==> config.mk <==
export PLATFORM = sky130hd
export DESIGN_NAME = led_sink_pwm_sched_flat
export DESIGN_NICKNAME = d
export VERILOG_FILES = /design/src/rtl/led_sink_pwm_sched_if.sv /design/src/rtl/led_sink_pwm_sched.sv /design/src/flat_wrapper.sv
export SDC_FILE = /design/constraint.sdc
export NUM_CORES = 1
export LEC_CHECK = 0
export BUFFER_PORTS_ARGS = -buffer_cell sky130_fd_sc_hd__buf_4
export CORE_ASPECT_RATIO = 1.1
export CORE_MARGIN = 5
export CORE_UTILIZATION = 40
export CTS_BUF_LIST = sky130_fd_sc_hd__clkbuf_8
export DETAILED_ROUTE_END_ITERATION = 8
export PLACE_DENSITY = 0.57
export SKIP_LAST_GASP = 1
export SYNTH_ARGS = -nofsm -noshare
export SYNTH_HDL_FRONTEND = slang
export SYNTH_SLANG_ARGS = --single-unit
==> constraint.sdc <==
create_clock -name clk -period 4 [get_ports clk]
set_input_delay 0.8 -clock clk [delete_from_list [all_inputs] [get_ports clk]]
set_output_delay 0.8 -clock clk [all_outputs]
set_load 0.005 [all_outputs]
==> src/rtl/led_sink_pwm_sched_if.sv <==
// Duty-table write port for the LED sink PWM scheduler.
// master drives wr_en/wr_addr/wr_data, slave (the scheduler) samples them.
interface led_sink_pwm_sched_if #(
    parameter int DUTY_W = 8
);
    logic              wr_en;
    logic [4:0]        wr_addr;
    logic [DUTY_W-1:0] wr_data;

    modport master (
        output wr_en,
        output wr_addr,
        output wr_data
    );

    modport slave (
        input wr_en,
        input wr_addr,
        input wr_data
    );
endinterface

==> src/rtl/led_sink_pwm_sched.sv <==
// LED sink frame scheduler: per-frame PWM tick counter driving N_SINK sinks
// from a double-buffered duty table, restarted by the sync head.
// Ports: clk, i_RESET (sync, active-high), i_SYNC_EDGE, i_HEAD_FLAG,
//   wr (duty write port, slave), o_LED_SINK, o_FRAME_PULSE, o_TICK, o_SYNC_LOST.
// Option: define LED_SCHED_WDOG_EN to enable the sync-loss watchdog.
module led_sink_pwm_sched #(
    parameter int N_SINK   = 32,
    parameter int DUTY_W   = 8,
    parameter int WDOG_CYC = 64
) (
    input  logic                clk,
    input  logic                i_RESET,
    input  logic                i_SYNC_EDGE,
    input  logic                i_HEAD_FLAG,
    led_sink_pwm_sched_if.slave wr,
    output logic [N_SINK-1:0]   o_LED_SINK,
    output logic                o_FRAME_PULSE,
    output logic [DUTY_W-1:0]   o_TICK,
    output logic                o_SYNC_LOST
);

    typedef enum logic [1:0] {
        IDLE,
        RUN,
        HOLD
    } state_t;

    localparam logic [DUTY_W-1:0] TICK_MAX = '1;

    state_t            state, state_n;
    logic [DUTY_W-1:0] tick, tick_n;
    logic              pulse_n;
    logic              load;
    logic              head;
    logic              timeout;

    logic [DUTY_W-1:0] shadow   [N_SINK];
    logic [DUTY_W-1:0] duty_act [N_SINK];

    assign head = i_SYNC_EDGE & i_HEAD_FLAG;

`ifdef LED_SCHED_WDOG_EN
    localparam int WD_W = $clog2(WDOG_CYC + 1);

    logic [WD_W-1:0] wd_cnt;
    logic            lost;

    // Fires once, on the clk where the quiet count reaches WDOG_CYC.
    assign timeout = !i_SYNC_EDGE && (wd_cnt == WD_W'(WDOG_CYC - 1));

    always_ff @(posedge clk) begin
        if (i_RESET) begin
            wd_cnt <= '0;
            lost   <= 1'b0;
        end else begin
            if (i_SYNC_EDGE)
                wd_cnt <= '0;
            else if (wd_cnt != WD_W'(WDOG_CYC))
                wd_cnt <= wd_cnt + 1'b1;
            if (head)
                lost <= 1'b0;
            else if (timeout)
                lost <= 1'b1;
        end
    end

    assign o_SYNC_LOST = lost;
`else
    assign timeout     = 1'b0;
    assign o_SYNC_LOST = 1'b0;
`endif

    always_ff @(posedge clk) begin
        if (i_RESET) begin
            state <= IDLE;
            tick  <= '0;
        end else begin
            state <= state_n;
            tick  <= tick_n;
        end
    end

    // Head has priority: it restarts the frame from any state.
    always_comb begin
        state_n = state;
        tick_n  = tick;
        pulse_n = 1'b0;
        load    = 1'b0;
        if (head) begin
            state_n = RUN;
            tick_n  = '0;
            pulse_n = 1'b1;
            load    = 1'b1;
        end else if (timeout) begin
            state_n = IDLE;
            tick_n  = '0;
        end else if (i_SYNC_EDGE && state == RUN) begin
            if (tick == TICK_MAX)
                state_n = HOLD;
            else
                tick_n = tick + 1'b1;
        end
    end

    // Shadow write and head copy in the same clk: the copy sees the old shadow.
    always_ff @(posedge clk) begin
        if (i_RESET) begin
            for (int k = 0; k < N_SINK; k++) begin
                shadow[k]   <= '0;
                duty_act[k] <= '0;
            end
        end else begin
            if (load)
                duty_act <= shadow;
            if (wr.wr_en && (int'(wr.wr_addr) < N_SINK))
                shadow[wr.wr_addr] <= wr.wr_data;
        end
    end

    always_ff @(posedge clk) begin
        if (i_RESET || timeout) begin
            o_LED_SINK <= '0;
        end else begin
            for (int k = 0; k < N_SINK; k++)
                o_LED_SINK[k] <= (state == RUN) && (tick < duty_act[k]);
        end
    end

    always_ff @(posedge clk) begin
        if (i_RESET)
            o_FRAME_PULSE <= 1'b0;
        else
            o_FRAME_PULSE <= pulse_n;
    end

    assign o_TICK = tick;

endmodule
==> src/flat_wrapper.sv <==
// flat-port wrapper written by rule: the top's interface ports become plain ports
module led_sink_pwm_sched_flat 
#(
    parameter int N_SINK   = 32,
    parameter int DUTY_W   = 8,
    parameter int WDOG_CYC = 64
)
  (clk, i_RESET, i_SYNC_EDGE, i_HEAD_FLAG, o_LED_SINK, o_FRAME_PULSE, o_TICK, o_SYNC_LOST, wr_wr_en, wr_wr_addr, wr_wr_data);
  led_sink_pwm_sched_if #(.DUTY_W(DUTY_W)) wr_i ();
  input  logic clk;
  input  logic i_RESET;
  input  logic i_SYNC_EDGE;
  input  logic i_HEAD_FLAG;
  output logic [N_SINK-1:0] o_LED_SINK;
  output logic o_FRAME_PULSE;
  output logic [DUTY_W-1:0] o_TICK;
  output logic o_SYNC_LOST;
  input wire logic [$bits(wr_i.wr_en)-1:0] wr_wr_en;
  input wire logic [$bits(wr_i.wr_addr)-1:0] wr_wr_addr;
  input wire logic [$bits(wr_i.wr_data)-1:0] wr_wr_data;
  assign wr_i.wr_en = wr_wr_en;
  assign wr_i.wr_addr = wr_wr_addr;
  assign wr_i.wr_data = wr_wr_data;
  led_sink_pwm_sched #(.N_SINK(N_SINK), .DUTY_W(DUTY_W), .WDOG_CYC(WDOG_CYC)) u_core (.clk(clk), .i_RESET(i_RESET), .i_SYNC_EDGE(i_SYNC_EDGE), .i_HEAD_FLAG(i_HEAD_FLAG), .wr(wr_i), .o_LED_SINK(o_LED_SINK), .o_FRAME_PULSE(o_FRAME_PULSE), .o_TICK(o_TICK), .o_SYNC_LOST(o_SYNC_LOST));
endmodule
==> results of run 1 <==
==> layout make-up <==
| cell class | instances | area share (%) |
|---|---|---|
| Inverter | 227 | 3.17 |
| Clock buffer | 127 | 6.50 |
| Multi-Input combinational cell | 1675 | 41.8 |
| Antenna cell | 1 | 0.00930 |
| Clock inverter | 44 | 0.712 |
| Timing Repair Buffer | 94 | 2.93 |
| Tap cell | 760 | 3.54 |
| Sequential cell | 555 | 41.3 |
==> state kept, by name, summed over array words and instances (netlist names) <==
name and cells:
u_core.duty_act 256, u_core.o_FRAME_PULSE 1, u_core.o_LED_SINK 32, u_core.o_TICK 8
u_core.shadow 256, u_core.state 2
==> worst max path at each step <==
stage | from | end | slack [ns] | cells after the start
floorplan | u_core.o_TICK[1]$_SDFFE_PP0P_ | u_core.state[0]$_SDFFE_PP0P_ | 1.88 | 5
global placement | wr_wr_addr[3] | u_core.shadow[102]$_SDFFE_PP0P_ | 1.28 | 6
detailed placement | wr_wr_addr[3] | u_core.shadow[96]$_SDFFE_PP0P_ | 1.14 | 6
CTS | u_core.o_TICK[2]$_SDFFE_PP0P_ | o_TICK[2] | 1.11 | 2
global route | u_core.o_TICK[2]$_SDFFE_PP0P_ | o_TICK[2] | 1.14 | 2
finish | u_core.o_TICK[2]$_SDFFE_PP0P_ | o_TICK[2] | 1.22 | 2
==> where the power goes <==
part           internal (mW)  switching [mW]  total (mW)
combinational         0.0893           0.317       0.406
sequential              5.56          0.0184        5.57
clock                   2.82            2.28        5.09
total                   8.46            2.61        11.1
==> cell usage after synthesis (2+ instances only) <==
library cell / instances / area (um^2)
dfxtp_1: 555 / 11100
nand2_1: 320 / 1200
o21ai_0: 260 / 1300
inv_1: 227 / 852
ha_1: 225 / 2820
nor2_1: 183 / 687
mux2i_1: 177 / 1770
a21oi_1: 114 / 571
clkbuf_1: 107 / 402
nand3_1: 83 / 415
o21a_1: 65 / 488
nor3b_1: 34 / 255
a211oi_1: 33 / 248
o211ai_1: 33 / 248
a211o_1: 32 / 280
a22o_1: 32 / 280
o21bai_1: 32 / 240
buf_2: 29 / 145
buf_1: 10 / 37.5
nor2_2: 10 / 62.6
nor2b_1: 6 / 37.5
nand2b_1: 5 / 31.3
buf_4: 4 / 30.0
nand3b_1: 4 / 30.0
a31oi_1: 3 / 18.8
and4bb_2: 3 / 37.5
nand4b_1: 3 / 26.3
and3_1: 2 / 12.5
nand4_1: 2 / 12.5
or3_1: 2 / 12.5
==> cells by family after synthesis <==
group | count (synthesis) | synth area share [%]
other | 1 | 0.0158
adder cells (fa/ha/maj) | 225 | 11.8
multiplexers | 177 | 7.45
AO/OA/AOI/OAI | 607 | 15.6
buffers and inverters | 377 | 6.16
XOR/XNOR | 1 | 0.0368
flip-flops | 555 | 46.7
AND/OR/NAND/NOR | 664 | 12.2
==> worst register-to-register path, delay by kind of cell (launching register included) <==
family / cells / cell delay [ns]
flops: 1 / 0.98
buf+inv: 1 / 0.46
fa+ha+maj: 1 / 0.33
compound gates: 2 / 0.50
==> through the flow <==
| stage | cells | setup slack, ns | hold slack, ns |
|---|---|---|---|
| 2_1_floorplan | 2607 | 1.88 | 0.424 |
| 3_3_place_gp | 3311 | 1.28 | 0.432 |
| 3_5_place_dp | 3311 | 1.14 | 0.438 |
| 4_1_cts | 3482 | 1.11 | 0.417 |
| 5_1_grt | 3483 | 1.14 | 0.469 |
| 6_report | 3483 | 1.22 | 0.437 |
==> routing by layer <==
layer  track usage, %  vias to the layer above  wire length (um)
met4             6.29                        0              1530
met5                0                        -                 0
met3             3.28                      108              2520
met1             24.6                     8753             29200
met2             32.6                      323             29400
li1                 -                     8950                 -
==> key figures, run 1 <==
Cells and area
  • Final nets: between 2k and 3k
  • Area grow syn2layout: 13.1%
  • Most frequent cells in the layout: 547 x dfxtp_1, 319 x nand2_1, 260 x o21ai_0
  • Post-layout util: between 40 and 50%
  • Area of the multi-input gates: roughly 0.011 mm^2
  • FILL cells: 5,618
  • Most common cell after layout, fill and taps aside: dfxtp_1
  • Sequential cell area: between 0.01 and 0.015 mm^2
  • Cell area after layout: 0.0269 mm^2
  • Share of cells above drive strength 1: a little under 10%

STA
  • Total negative setup slack: 0 ns
  • Final Hold Vio Count: 0
  • RSZ-0062 raised after global routing: no
  • Slew Limit Fails: 0
  • Worst Skew: 0.0312 ns
  • Slew headroom: around 30%
  • Fmax: 359 MHz
  • Setup-failing EPs final: 0
  • Actual slew at the worst max-slew pin: around 1.1 ns
  • Fin crit period: about 2.8 ns
  • Tcrit/Tclk final: just under 70%

Min path
  • Hold EP: u_core.duty_act[53]$_SDFFE_PP0P_
  • Hold crit path type: reg2reg
  • Hold_sp: u_core.shadow[53]$_SDFFE_PP0P_
  • WHS Path Cells: 2

Global routing
  • Total grt overflow: 0
  • First-pass GRT wire length: between 90 and 100 mm
  • Gr usage total: between 10% and 20%
  • Vias in the first global route: roughly 18k
  • Largest net degree at the start of global routing: around 130
  • Antenna violations before repair: 1

Clock tree
  • Worst-Skew Late Latency: between 0.6 and 0.7 ns
  • Root buffer cell: clkbuf_8
  • CTS tree: done
  • H-tree Lvls: 3
  • Hold Buf Count CTS: 0
  • Post-CTS setup buffers: 0
  • Clock Sinks: roughly 560
  • Worst-path clk slew: approximately 0.070 ns
  • PostCTS Resize Cnt: 0
  • CTS buffer count: just over 90
  • Maximum buffer depth of the clock tree: 3

Detailed routing
  • DRC violations left: 0
  • Wire length per cell: 18.0 um
  • DR vias/cell: ~5.2
  • Routed Antenna Nets: 0
  • Routed WL: approximately 63 mm
  • Drt first pass iters: 7
  • Initial DRC count: roughly 850
  • Vias: about 18k

Logic synthesis
  • Post-synth EDFFs: 0
  • Synth Warn #: 0
  • Async SR Flop Fraction: 0%
  • Synth cell types: between 40 and 50
  • Mapped Nets: about 2.9k
  • Synth Flop Type: dfxtp_1
  • Syn Area/Cell: around 9.1 um^2
  • Sequential share of the synthesized area: between 40% and 50%
  • Post-synthesis sequential element count: roughly 560
  • Cell Area, Synth: around 0.024 mm^2
  • Synth Instances: around 2.6k

Die
  • Core Rows: 93
  • Core Box Area: roughly 0.059 mm^2
  • Initial Utilization: approximately two fifths
  • Die area: 0.0644 mm^2
  • Die width: 243 um
  • Chip Height: 266 um
  • I/O pin cnt: 60

Placed design
  • Placed Area: about 0.025 mm^2
  • IO buf count: 58
  • GPL Wtd Cong: between 0.7 and 0.8
  • Detailed placement HPWL: ~37 mm

Setup path
  • CP endpoint kind: primary output
  • Crit path DAT: roughly 2.0 ns
  • Reg2reg start: u_core.o_TICK[7]$_SDFFE_PP0P_
  • Crit Path Category: reg2out
  • Setup slack, reg-to-reg: approximately 1.7 ns
  • CP Buf/Inv Count: 2
  • Crit path max-delay family: flip-flops
  • CP Max Fanout: 22
  • Critical Path Max Stage Delay: slightly below 0.8 ns
  • FF-to-FF path depth: 4
  • CP Cell Sequence: buf_4 -> buf_4
  • CP dominant cell by count: buf_4
  • CP max stage cell: dfxtp_2
  • Startpoint types: register
  • Req. time, crit path: 3.20 ns
  • Reg-to-reg critical path endpoint: u_core.o_LED_SINK[0]$_SDFF_PP0_

Pwr
  • Total power: between 10 and 15 mW
  • PwrDens: just over 400 mW/mm^2
  • LEAKAGE: just over 10 nW
  • Worst IR Drop VDD: between 200 and 250 uV

Outcome
  • Status: finished, final reports clean

Job
  • Max-cap violation count: 0
Note: power is estimated with default switching activity, not from simulation.
==> run 2: changes to the inputs <==
==> constraint.sdc (replaced) <==
create_clock -name clk -period 2.6 [get_ports clk]
set_input_delay 0.52 -clock clk [delete_from_list [all_inputs] [get_ports clk]]
set_output_delay 0.52 -clock clk [all_outputs]
set_load 0.005 [all_outputs]
==> key figures, run 2 (synthesis gave the netlist of run 1 again) <==
Placed design
  • Detailed placement HPWL: 37.1 mm (+0.70%)
  • GPL Wtd Cong: 0.781 (+1.4%)
  • Worst slack, placed: 0.405 ns (-0.738 ns)
  • IO buf count: 58 (unchanged)

Cells and area
  • Share of cells above drive strength 1: 10.1% (+0.36 points)
  • Final nets: 2,902 (+0.45%)
  • Largest registers: u_core.duty_act (256), u_core.shadow (256), u_core.o_LED_SINK (32)
  • Most frequent cells in the layout: 547 x dfxtp_1, 319 x nand2_1, 260 x inv_1, 260 x o21ai_0, 225 x ha_1
  • Area grow syn2layout: 14.0%
  • Most common cell after layout, fill and taps aside: dfxtp_1
  • Post-layout util: 46.1% (+0.36 points)

Detailed routing
  • Routed Antenna Nets: 0 (unchanged)
  • Routed WL: 64.4 mm (+2.8%)
  • DRC violations left: 0 (unchanged)
  • Drt first pass iters: 5 (-2)
  • Initial DRC count: 931 (+9.7%)
  • Wire length per cell: 18.4 um (+2.4%)
  • DR vias/cell: 5.22 (+0.32%)
  • Vias: 18.3k (+0.69%)

STA
  • Setup slack after layout: 0.247 ns (-0.968 ns)
  • Setup-failing EPs final: 0 (unchanged)
  • Tcrit/Tclk final: around nine tenths
  • Total negative setup slack: 0 ns (unchanged)
  • Slew headroom: 51.1% (+21 points)
  • Worst Skew: 0.0298 ns (-0.00138 ns)
  • Slew Limit Fails: 0 (unchanged)
  • Fmax: ~430 MHz
  • Actual slew at the worst max-slew pin: 0.734 ns (-0.319 ns)
  • RSZ-0062 raised after global routing: no
  • Final Hold Vio Count: 0 (unchanged)
  • Fin crit period: ~2.4 ns

Global routing
  • Antenna violations before repair: 1 (unchanged)
  • Vias in the first global route: 18.3k (-0.98%)
  • First-pass GRT wire length: 101 mm (+1.6%)
  • Total grt overflow: 0 (unchanged)
  • Largest net degree at the start of global routing: 144 (+13%)
  • Gr usage total: 19.6% (+0.54 points)

Clock tree
  • CTS tree: done
  • PostCTS Resize Cnt: 0 (unchanged)
  • CTS buffer count: 91 (-2.2%)
  • Root buffer cell: clkbuf_8
  • Hold Buf Count CTS: 0 (unchanged)
  • Worst-Skew Late Latency: 0.68 ns (about the same)
  • Worst-path clk slew: 0.06 ns (about the same)
  • H-tree Lvls: 3 (unchanged)
  • Clock Sinks: 555 (unchanged)
  • Maximum buffer depth of the clock tree: 3 (unchanged)
  • Post-CTS setup buffers: 0 (unchanged)

Setup path
  • Req. time, crit path: 2.08 ns (-1.12 ns)
  • CP Cell Sequence: buf_12 -> buf_4
  • Crit Path Category: reg2out
  • Crit path DAT: 1.83 ns (-0.15 ns)
  • Critical Path Max Stage Delay: 0.69 ns (-0.09 ns)
  • Crit path max-delay family: flip-flops
  • CP endpoint kind: primary output
  • CP Max Fanout: 18 (-18%)
  • Startpoint types: register
  • CP max stage cell: dfxtp_2
  • CP Buf/Inv Count: 2 (unchanged)

Die
  • Core Box Area: 0.0588 mm^2 (unchanged)
  • I/O pin cnt: 60 (unchanged)
  • Die area: 0.0644 mm^2 (unchanged)
  • Initial Utilization: 40.5% (unchanged)
  • Die width: 243 um (unchanged)
  • Core Rows: 93 (unchanged)
  • Chip Height: 266 um (unchanged)

Outcome
  • Status: finished, final reports clean

Pwr
  • P_sw: 4.06 mW (+55%)
  • PwrDens: 632 mW/mm^2 (+53%)
  • Flop pwr share: 50.1% (-0.2 points)
  • Comb pwr share: 3.8% (about the same)
  • LEAKAGE: 10.4 nW (+0.97%)
  • Worst IR Drop VDD: 401 uV (+61%)
  • Pint: 13.1 mW (+54%)
  • Clock Power Share: 46.1% (about the same)
  • Total power: 17.1 mW (+55%)
  • Sw Ratio: 23.7% (+0.13 points)

Job
  • Max-cap violation count: 0 (unchanged)

Min path
  • Hold crit path type: in2reg
run 2: routing by layer:
metal  global-route usage (%)  vias up  wire length (um)
li1                         -     8987                 -
met1                     25.4     8788             29500
met2                     33.5      391             30600
met3                     3.59       94              2930
met4                     5.86        0              1330
met5                        0        -                 0
run 2: final timing paths:
path	from	endpoint	slack, ns	depth (start not counted)
setup / recovery	u_core.o_TICK[4]$_SDFFE_PP0P_	o_TICK[4]	0.25	2
hold / removal	i_SYNC_EDGE	u_core.state[1]$_SDFFE_PP0P_	0.19	3
setup reg to reg	u_core.o_TICK[5]$_SDFFE_PP0P_	u_core.state[0]$_SDFFE_PP0P_	0.67	5
hold reg to reg	u_core.shadow[210]$_SDFFE_PP0P_	u_core.duty_act[210]$_SDFFE_PP0P_	0.45	2
run 2: layout make-up:
| class | count | area [um^2] |
|---|---|---|
| Fill cell | 5646 | 31700 |
| Multi-Input combinational cell | 1675 | 11200 |
| Sequential cell | 555 | 11100 |
| Clock buffer | 118 | 1620 |
| Timing Repair Buffer | 109 | 1010 |
| Tap cell | 760 | 951 |
| Inverter | 227 | 852 |
| Clock inverter | 50 | 299 |
| Antenna cell | 2 | 5.00 |
run 2: power groups by stage:
stage,Sequential (mW),Combinational [mW],Clock [mW]
after floorplan,8.75,0.376,0
after global placement,8.76,0.651,0
after detailed placement,8.76,0.661,0
after CTS,8.57,0.662,8.11
after global routing,8.57,0.704,8.53
final,8.57,0.658,7.90
run 2: through the flow:
| step | area [um^2] | hold WS, ns | cells |
|---|---|---|---|
| 3_5_place_dp | 25200 | 0.440 | 3326 |
| 6_report | 27100 | 0.188 | 3496 |
| 2_1_floorplan | 23800 | 0.424 | 2607 |
| 5_1_grt | 27100 | 0.162 | 3496 |
| 4_1_cts | 27100 | 0.119 | 3494 |
| 3_3_place_gp | 25200 | 0.432 | 3326 |
run 2: worst min-delay path: stages:
cell     delay (ns)
buf_4          0.14
a31oi_1        0.09
nor2_1         0.07
